**src/rtl/sram_cmd_parser_if.sv**
```systemverilog
`default_nettype none
// ============================================================================
//  Module   : sram_cmd_parser_if
//  Brief    : UART byte streams and SRAM macro port bundled for sram_cmd_parser.
//  Revision : 1.0  initial release
// ============================================================================
interface sram_cmd_parser_if #(
  parameter int ADDR_W = 5,
  parameter int DATA_W = 32
);
  logic [7:0]        rx_data;
  logic              rx_valid;
  logic              rx_ready;
  logic              rx_enable;
  logic [7:0]        tx_data;
  logic              tx_valid;
  logic              tx_ready;
  logic              tx_enable;
  logic              sram_csb;
  logic              sram_web;
  logic [ADDR_W-1:0] sram_addr;
  logic [DATA_W-1:0] sram_din;
  logic [DATA_W-1:0] sram_dout;

  modport master (
    input  rx_data, rx_valid, tx_ready, sram_dout,
    output rx_ready, rx_enable, tx_data, tx_valid, tx_enable,
           sram_csb, sram_web, sram_addr, sram_din
  );

  modport slave (
    output rx_data, rx_valid, tx_ready, sram_dout,
    input  rx_ready, rx_enable, tx_data, tx_valid, tx_enable,
           sram_csb, sram_web, sram_addr, sram_din
  );
endinterface
`default_nettype wire

```
**src/rtl/sram_cmd_parser.sv**
```systemverilog
`default_nettype none
// ============================================================================
//  Module   : sram_cmd_parser
//  Brief    : Assembles UART bytes into SRAM read/write frames, answers with
//             ACK or read data. Define CHECKSUM_EN for XOR-checked frames.
//  Revision : 1.0  initial release
// ============================================================================
module sram_cmd_parser #(
  parameter int ADDR_W   = 5,
  parameter int DATA_W   = 32,
  parameter int READ_LAT = 1,
  parameter int TIMEOUT  = 65535
) (
  input  logic              clk,
  input  logic              reset,
  sram_cmd_parser_if.master bus,
  output logic              busy,
  output logic              frame_err
);

  localparam int         CNT_W    = $clog2(TIMEOUT + 1);
  localparam logic [7:0] ACK_BYTE = 8'h06;
`ifdef CHECKSUM_EN
  localparam logic [7:0] NAK_BYTE = 8'h15;
  localparam logic [2:0] LAST_TX  = 3'd4;
`else
  localparam logic [2:0] LAST_TX  = 3'd3;
`endif

  typedef enum logic [3:0] {
    S_IDLE  = 4'd0,
    S_DATA  = 4'd1,
    S_WRITE = 4'd2,
    S_READ  = 4'd3,
    S_WAIT  = 4'd4,
    S_SEND  = 4'd5,
    S_ACK   = 4'd6
`ifdef CHECKSUM_EN
    , S_CSUM = 4'd7
`endif
  } state_t;

  state_t            r_state;
  state_t            w_state_next;

  logic [ADDR_W-1:0] r_addr;
  logic [DATA_W-1:0] r_din;
  logic [DATA_W-1:0] r_word;
  logic [7:0]        r_ack;
  logic [2:0]        r_byte_cnt;
  logic [1:0]        r_lat;
  logic [CNT_W-1:0]  r_tmo;
  logic              r_frame_err;

  logic              w_rx_ready;
  logic              w_rx_take;
  logic              w_in_csum;
  logic              w_in_frame;
  logic              w_tmo_hit;
  logic              w_lat_done;
  logic              w_tx_valid;
  logic [7:0]        w_tx_data;
  logic [7:0]        w_tx_tail;
  logic              w_csb;
  logic              w_web;

`ifdef CHECKSUM_EN
  logic [7:0]        r_cmd;
  logic              w_csum_ok;

  always_ff @(posedge clk or posedge reset) begin
    if (reset) begin
      r_cmd <= 8'h00;
    end else if (r_state == S_IDLE && w_rx_take) begin
      r_cmd <= bus.rx_data;
    end
  end

  // Checksum covers the full command byte, reserved bits included.
  assign w_csum_ok = (bus.rx_data == (r_cmd ^ r_din[7:0] ^ r_din[15:8] ^ r_din[23:16] ^ r_din[31:24]));
  assign w_tx_tail = r_cmd ^ r_word[7:0] ^ r_word[15:8] ^ r_word[23:16] ^ r_word[31:24];
  assign w_in_csum = (r_state == S_CSUM);
`else
  assign w_tx_tail = 8'h00;
  assign w_in_csum = 1'b0;
`endif

  assign w_rx_ready = (r_state == S_IDLE) || (r_state == S_DATA) || w_in_csum;
  assign w_rx_take  = bus.rx_valid && w_rx_ready;
  assign w_in_frame = (r_state == S_DATA) || w_in_csum;
  assign w_tmo_hit  = w_in_frame && !w_rx_take && (r_tmo == CNT_W'(TIMEOUT - 1));
  assign w_lat_done = (r_lat == 2'(READ_LAT - 1));

  always_ff @(posedge clk or posedge reset) begin
    if (reset) begin
      r_state <= S_IDLE;
    end else begin
      r_state <= w_state_next;
    end
  end

  always_comb begin
    w_state_next = r_state;
    w_tx_valid   = 1'b0;
    w_tx_data    = 8'h00;
    w_csb        = 1'b1;
    w_web        = 1'b1;
    case (r_state)
      S_IDLE: begin
        if (w_rx_take) begin
          w_state_next = bus.rx_data[7] ? S_DATA : S_READ;
        end
      end
      S_DATA: begin
        if (w_rx_take) begin
          if (r_byte_cnt == 3'd3) begin
`ifdef CHECKSUM_EN
            w_state_next = S_CSUM;
`else
            w_state_next = S_WRITE;
`endif
          end
        end else if (w_tmo_hit) begin
          w_state_next = S_IDLE;
        end
      end
`ifdef CHECKSUM_EN
      S_CSUM: begin
        if (w_rx_take) begin
          w_state_next = w_csum_ok ? S_WRITE : S_ACK;
        end else if (w_tmo_hit) begin
          w_state_next = S_IDLE;
        end
      end
`endif
      S_WRITE: begin
        w_csb        = 1'b0;
        w_web        = 1'b0;
        w_state_next = S_ACK;
      end
      S_READ: begin
        w_csb        = 1'b0;
        w_state_next = S_WAIT;
      end
      S_WAIT: begin
        if (w_lat_done) begin
          w_state_next = S_SEND;
        end
      end
      S_SEND: begin
        w_tx_valid = 1'b1;
        case (r_byte_cnt)
          3'd0:    w_tx_data = r_word[7:0];
          3'd1:    w_tx_data = r_word[15:8];
          3'd2:    w_tx_data = r_word[23:16];
          3'd3:    w_tx_data = r_word[31:24];
          default: w_tx_data = w_tx_tail;
        endcase
        if (bus.tx_ready && r_byte_cnt == LAST_TX) begin
          w_state_next = S_IDLE;
        end
      end
      S_ACK: begin
        w_tx_valid = 1'b1;
        w_tx_data  = r_ack;
        if (bus.tx_ready) begin
          w_state_next = S_IDLE;
        end
      end
      default: w_state_next = S_IDLE;
    endcase
  end

  always_ff @(posedge clk or posedge reset) begin
    if (reset) begin
      r_addr      <= '0;
      r_din       <= '0;
      r_word      <= '0;
      r_ack       <= 8'h00;
      r_byte_cnt  <= 3'd0;
      r_lat       <= 2'd0;
      r_frame_err <= 1'b0;
    end else begin
      case (r_state)
        S_IDLE: begin
          if (w_rx_take) begin
            r_addr      <= bus.rx_data[ADDR_W-1:0];
            r_frame_err <= 1'b0;
            r_byte_cnt  <= 3'd0;
          end
        end
        S_DATA: begin
          if (w_rx_take) begin
            case (r_byte_cnt[1:0])
              2'd0:    r_din[7:0]   <= bus.rx_data;
              2'd1:    r_din[15:8]  <= bus.rx_data;
              2'd2:    r_din[23:16] <= bus.rx_data;
              default: r_din[31:24] <= bus.rx_data;
            endcase
            r_byte_cnt <= r_byte_cnt + 3'd1;
          end else if (w_tmo_hit) begin
            r_frame_err <= 1'b1;
          end
        end
`ifdef CHECKSUM_EN
        S_CSUM: begin
          if (w_rx_take && !w_csum_ok) begin
            r_frame_err <= 1'b1;
            r_ack       <= NAK_BYTE;
          end else if (w_tmo_hit) begin
            r_frame_err <= 1'b1;
          end
        end
`endif
        S_WRITE: r_ack <= ACK_BYTE;
        S_READ:  r_lat <= 2'd0;
        S_WAIT: begin
          r_lat <= r_lat + 2'd1;
          if (w_lat_done) begin
            r_word     <= bus.sram_dout;
            r_byte_cnt <= 3'd0;
          end
        end
        S_SEND: begin
          if (bus.tx_ready) begin
            r_byte_cnt <= r_byte_cnt + 3'd1;
          end
        end
        default: ;
      endcase
    end
  end

  // Inter-byte idle counter; only meaningful while a write frame is open.
  always_ff @(posedge clk or posedge reset) begin
    if (reset) begin
      r_tmo <= '0;
    end else if (w_rx_take || !w_in_frame) begin
      r_tmo <= '0;
    end else begin
      r_tmo <= r_tmo + CNT_W'(1);
    end
  end

  assign bus.rx_ready  = w_rx_ready;
  assign bus.rx_enable = 1'b1;
  assign bus.tx_enable = 1'b1;
  assign bus.tx_valid  = w_tx_valid;
  assign bus.tx_data   = w_tx_data;
  assign bus.sram_csb  = w_csb;
  assign bus.sram_web  = w_web;
  assign bus.sram_addr = r_addr;
  assign bus.sram_din  = r_din;
  assign busy          = (r_state != S_IDLE);
  assign frame_err     = r_frame_err;

endmodule
`default_nettype wire
```
**src/flat_wrapper.sv**
```systemverilog
// flat-port wrapper written by rule: the top's interface ports become plain ports
module sram_cmd_parser_flat 
#(
  parameter int ADDR_W   = 5,
  parameter int DATA_W   = 32,
  parameter int READ_LAT = 1,
  parameter int TIMEOUT  = 65535
)
  (clk, reset, busy, frame_err, bus_rx_data, bus_rx_valid, bus_tx_ready, bus_sram_dout, bus_rx_ready, bus_rx_enable, bus_tx_data, bus_tx_valid, bus_tx_enable, bus_sram_csb, bus_sram_web, bus_sram_addr, bus_sram_din);
  sram_cmd_parser_if #(.ADDR_W(ADDR_W), .DATA_W(DATA_W)) bus_i ();
  input  logic clk;
  input  logic reset;
  output logic busy;
  output logic frame_err;
  input wire logic [$bits(bus_i.rx_data)-1:0] bus_rx_data;
  input wire logic [$bits(bus_i.rx_valid)-1:0] bus_rx_valid;
  input wire logic [$bits(bus_i.tx_ready)-1:0] bus_tx_ready;
  input wire logic [$bits(bus_i.sram_dout)-1:0] bus_sram_dout;
  output wire logic [$bits(bus_i.rx_ready)-1:0] bus_rx_ready;
  output wire logic [$bits(bus_i.rx_enable)-1:0] bus_rx_enable;
  output wire logic [$bits(bus_i.tx_data)-1:0] bus_tx_data;
  output wire logic [$bits(bus_i.tx_valid)-1:0] bus_tx_valid;
  output wire logic [$bits(bus_i.tx_enable)-1:0] bus_tx_enable;
  output wire logic [$bits(bus_i.sram_csb)-1:0] bus_sram_csb;
  output wire logic [$bits(bus_i.sram_web)-1:0] bus_sram_web;
  output wire logic [$bits(bus_i.sram_addr)-1:0] bus_sram_addr;
  output wire logic [$bits(bus_i.sram_din)-1:0] bus_sram_din;
  assign bus_i.rx_data = bus_rx_data;
  assign bus_i.rx_valid = bus_rx_valid;
  assign bus_i.tx_ready = bus_tx_ready;
  assign bus_i.sram_dout = bus_sram_dout;
  assign bus_rx_ready = bus_i.rx_ready;
  assign bus_rx_enable = bus_i.rx_enable;
  assign bus_tx_data = bus_i.tx_data;
  assign bus_tx_valid = bus_i.tx_valid;
  assign bus_tx_enable = bus_i.tx_enable;
  assign bus_sram_csb = bus_i.sram_csb;
  assign bus_sram_web = bus_i.sram_web;
  assign bus_sram_addr = bus_i.sram_addr;
  assign bus_sram_din = bus_i.sram_din;
  sram_cmd_parser #(.ADDR_W(ADDR_W), .DATA_W(DATA_W), .READ_LAT(READ_LAT), .TIMEOUT(TIMEOUT)) u_core (.clk(clk), .reset(reset), .bus(bus_i), .busy(busy), .frame_err(frame_err));
endmodule
```
**config.mk**
```make
export PLATFORM = sky130hd
export DESIGN_NAME = sram_cmd_parser_flat
export DESIGN_NICKNAME = d
export VERILOG_FILES = /design/src/rtl/sram_cmd_parser_if.sv /design/src/rtl/sram_cmd_parser.sv /design/src/flat_wrapper.sv
export SDC_FILE = /design/constraint.sdc
export NUM_CORES = 1
export LEC_CHECK = 0
export CAP_MARGIN = 40
export CORE_AREA = 2 2 124 114
export DETAILED_ROUTE_END_ITERATION = 6
export DIE_AREA = 0 0 126 116
export SLEW_MARGIN = 0
export SYNTH_ARGS = -nofsm -noshare
export SYNTH_HDL_FRONTEND = slang
export SYNTH_SLANG_ARGS = --single-unit
```
**constraint.sdc**
```tcl
create_clock -name clk -period 3.5 [get_ports clk]
set_input_delay 0.35 -clock clk [delete_from_list [all_inputs] [get_ports clk]]
set_output_delay 0.35 -clock clk [all_outputs]
set_load 0.02 [all_outputs]
```
==> impl_metrics.csv <==
group,metric,value,unit
run_status,status,"finished clean",
critical_path,r2r-start,"u_core.r_state[1]",
clock_network,clkTransAtPathRegs,0.06,ns
synthesis,ys.flop_type,"dfrtp_1",
synthesis,synth.cell_area,4600,µm²
critical_path,path_cells,"inv_1 -> ha_1 -> nor3_1 -> o21bai_1 -> nand3_1 -> nor2_1 -> clkdlybuf4s50_1",
synthesis,synth_seq_cells,95,
synthesis,yosysTopAreaCell,"dfrtp_1",
clock_network,cts_sinks,95,
timing,min_period,3.14,ns
layout,area_delta_synth_final,28.6,%
timing,finalHoldViolCount,0,
timing,post-route-period-util,89.6,%
critical_path,critPathSlowestCell,"clkdlybuf4s50_1",
critical_path,path_delay_family,"buffers and inverters",
critical_path,required,3.15,ns
global_route,gr-total-overflow,0,
die,die_h,116,µm
power,power_leakage,2.60,nW
clock_network,insertion_delay,0.35,ns
synthesis,synth_warnings,0,
die,die_w,126,µm
synthesis,synth_top_area_share,51.7,%
placement,placed_cells,597,
die,core-area,13200,µm²
placement,hpwl,7.44,mm
routing,drtAntennaViolNets,0,
layout,finalNonFillerCells,612,
job,drv_cap,0,
global_route,grt_pass1_vias,3168,
critical_path,reg2reg_depth,4,
power,ir_drop,0.425,mV
global_route,grt_usage,15.4,%
power,powerDensity,877,nW/µm²
synthesis,syn_inst,348,
layout,nets,493,
routing,routed_via_density,4.98,
layout,final_common_cell,"dfrtp_1",
synthesis,synth-edff-count,0,
critical_path,rrSetupSlack,1.26,ns
critical_path,crit_path_max_incr_delay,0.62,ns
placement,port_buffers,94,
synthesis,synthTopCellsByArea,"dfrtp_1, mux2_4, mux2_2, ha_1, nor2_1",
critical_path,path_buf_inv,2,
power,clockPowerShare,17.4,%
timing,worstMarginPinSlew,0.768,ns
routing,drc,0,
routing,drt_iter0_markers,291,
die,io_pins,97,
placement,globalplace.congestion,0.828,
critical_path,cp_max_fo,10,
layout,antenna_cells,0,
critical_path,reg2reg_to,"u_core.bus.sram_din[6]",
power,pwr-share-comb,46.0,%
timing,whs,0.418,ns
clock_network,cts_tree,"yes",
layout,layout-drive-gt1-share,22.1,%
clock_network,clockBufferDepth,2,
clock_network,cts_setup_buffers,0,
routing,vias,3046,
synthesis,async_flop_share,100,%
synthesis,syn_avg_cell_area,13.2,µm²
die,start_util,34.8,%
routing,routed_wl,10.6,mm
timing,setup_viol,0,
global_route,grt_pass1_wl,17.3,mm
die,die-area,14600,µm²
timing,drv_slew,0,
timing,tns,0,ns
synthesis,synth_cell_type_count,46,
power,p_seq_share,36.6,%
clock_network,ctsHtreeMaxLevel,3,
power,switchingPower,1.89,mW
critical_path,path_class,"flop to primary output",
critical_path,arrival,2.79,ns
timing,max_freq,319,MHz
global_route,antenna_found_initial,0,
critical_path,crit_start,"u_core.r_byte_cnt[0]",
clock_network,cts-root-buf,"clkbuf_16",
clock_network,cts_hold_buf,0,
die,rows,40,
min_path,hold_class,"input pin to asynchronous set/reset pin",
routing,drtPass1Iterations,7,
critical_path,cp-start-kind,"flop",
synthesis,ys_seq_area_share,51.7,%
clock_network,cts-resized-gates,0,
critical_path,end_kind,"primary output",
timing,clock_skew,0.00640,ns
placement,preCtsSetupSlack,0.768,ns
layout,fill_cells,1223,
clock_network,cts_buffers,9,
timing,layout_setup_ws,0.364,ns
power,swShare,36.4,%
power,intPower,3.30,mW
routing,avgRoutedWirePerCell,17.4,µm
timing,rsz0062_at_grt,"no",
timing,slew_headroom,48.8,%
layout,fin_util,44.8,%
global_route,grt_max_degree,47,
layout,mostFrequentLayoutCells,"dfrtp_1, clkdlybuf4s50_1, mux2_4",
==> power by group through the flow <==
| stage | clock network [mW] | registers (mW) | logic, mW |
|---|---|---|---|
| after floorplan | 0 | 2.01 | 1.44 |
| after global placement | 0 | 1.92 | 2.35 |
| after detailed placement | 0 | 1.90 | 2.39 |
| after CTS | 0.934 | 1.90 | 2.41 |
| after global routing | 0.981 | 1.96 | 2.56 |
| final | 0.902 | 1.90 | 2.39 |
==> worst max path at each step <==
stage	end	slack, ns	cells after the start
6_report	bus_tx_data[5]	0.36	7
5_1_grt	bus_tx_data[5]	0.20	7
4_1_cts	bus_tx_data[5]	0.38	7
3_5_place_dp	bus_tx_data[5]	0.77	7
3_3_place_gp	bus_tx_data[4]	0.90	7
2_1_floorplan	u_core.bus.sram_addr[0]	0.67	1
==> state kept, by name, summed over array words and instances, names as in the netlist <==
signal and count:
u_core.r_lat 2, u_core.r_byte_cnt 3, u_core.r_state 3, u_core.r_tmo 16, u_core.bus.sram_addr 5, u_core.r_word 32
u_core.bus.sram_din 32, u_core.r_ack 1, u_core.frame_err 1
==> layer usage <==
metal  routed length (µm)  global-route usage, %  up-vias
li1                     -                      -     1413
met1                 5060                   20.9     1556
met3                  474                   4.66       14
met4                  140                   4.91        0
met2                 4960                   23.9       63
met5                    0                      0        -
==> cell type report <==
class,instances,area [µm²],share of cell area [%]
clock inverters,4,30.0,0.508
inverters,13,51.3,0.867
well taps,168,210,3.55
repair buffers,97,963,16.3
clock buffers,11,233,3.93
flip-flops and latches,95,2380,40.2
multi-input cells,224,2050,34.7
==> cells in the mapped netlist, drive strengths merged (3+ instances only) <==
cell type / number
buf: 15
a21oi: 14
nand4: 6
nand2b: 4
xor2: 8
and4: 3
a222oi: 8
nand2: 17
dfrtp: 95
nor2: 30
or3: 4
mux2: 71
and3: 4
o21ai: 9
nand3: 9
inv: 13
ha: 9
mux2i: 3
==> metrics by stage <==
stage | power (mW) | instance area, µm²
after floorplan | 3.45 | 4610
after global placement | 4.27 | 5650
after detailed placement | 4.30 | 5650
after CTS | 5.24 | 5920
after global routing | 5.50 | 5920
final | 5.19 | 5920
==> kinds of logic (layout without fill, tap and decap cells) <==
logic type,after synthesis,in the layout,synth area share [%]
mux,74,74,21.5
flops,95,95,51.7
fa+ha+maj,9,9,2.45
simple gates,84,84,10.9
compound gates,45,45,7.64
xor+xnor,10,10,1.90
other cells,1,2,0.0815
buf+inv,30,125,3.83
(Power assumes the default switching activity.)
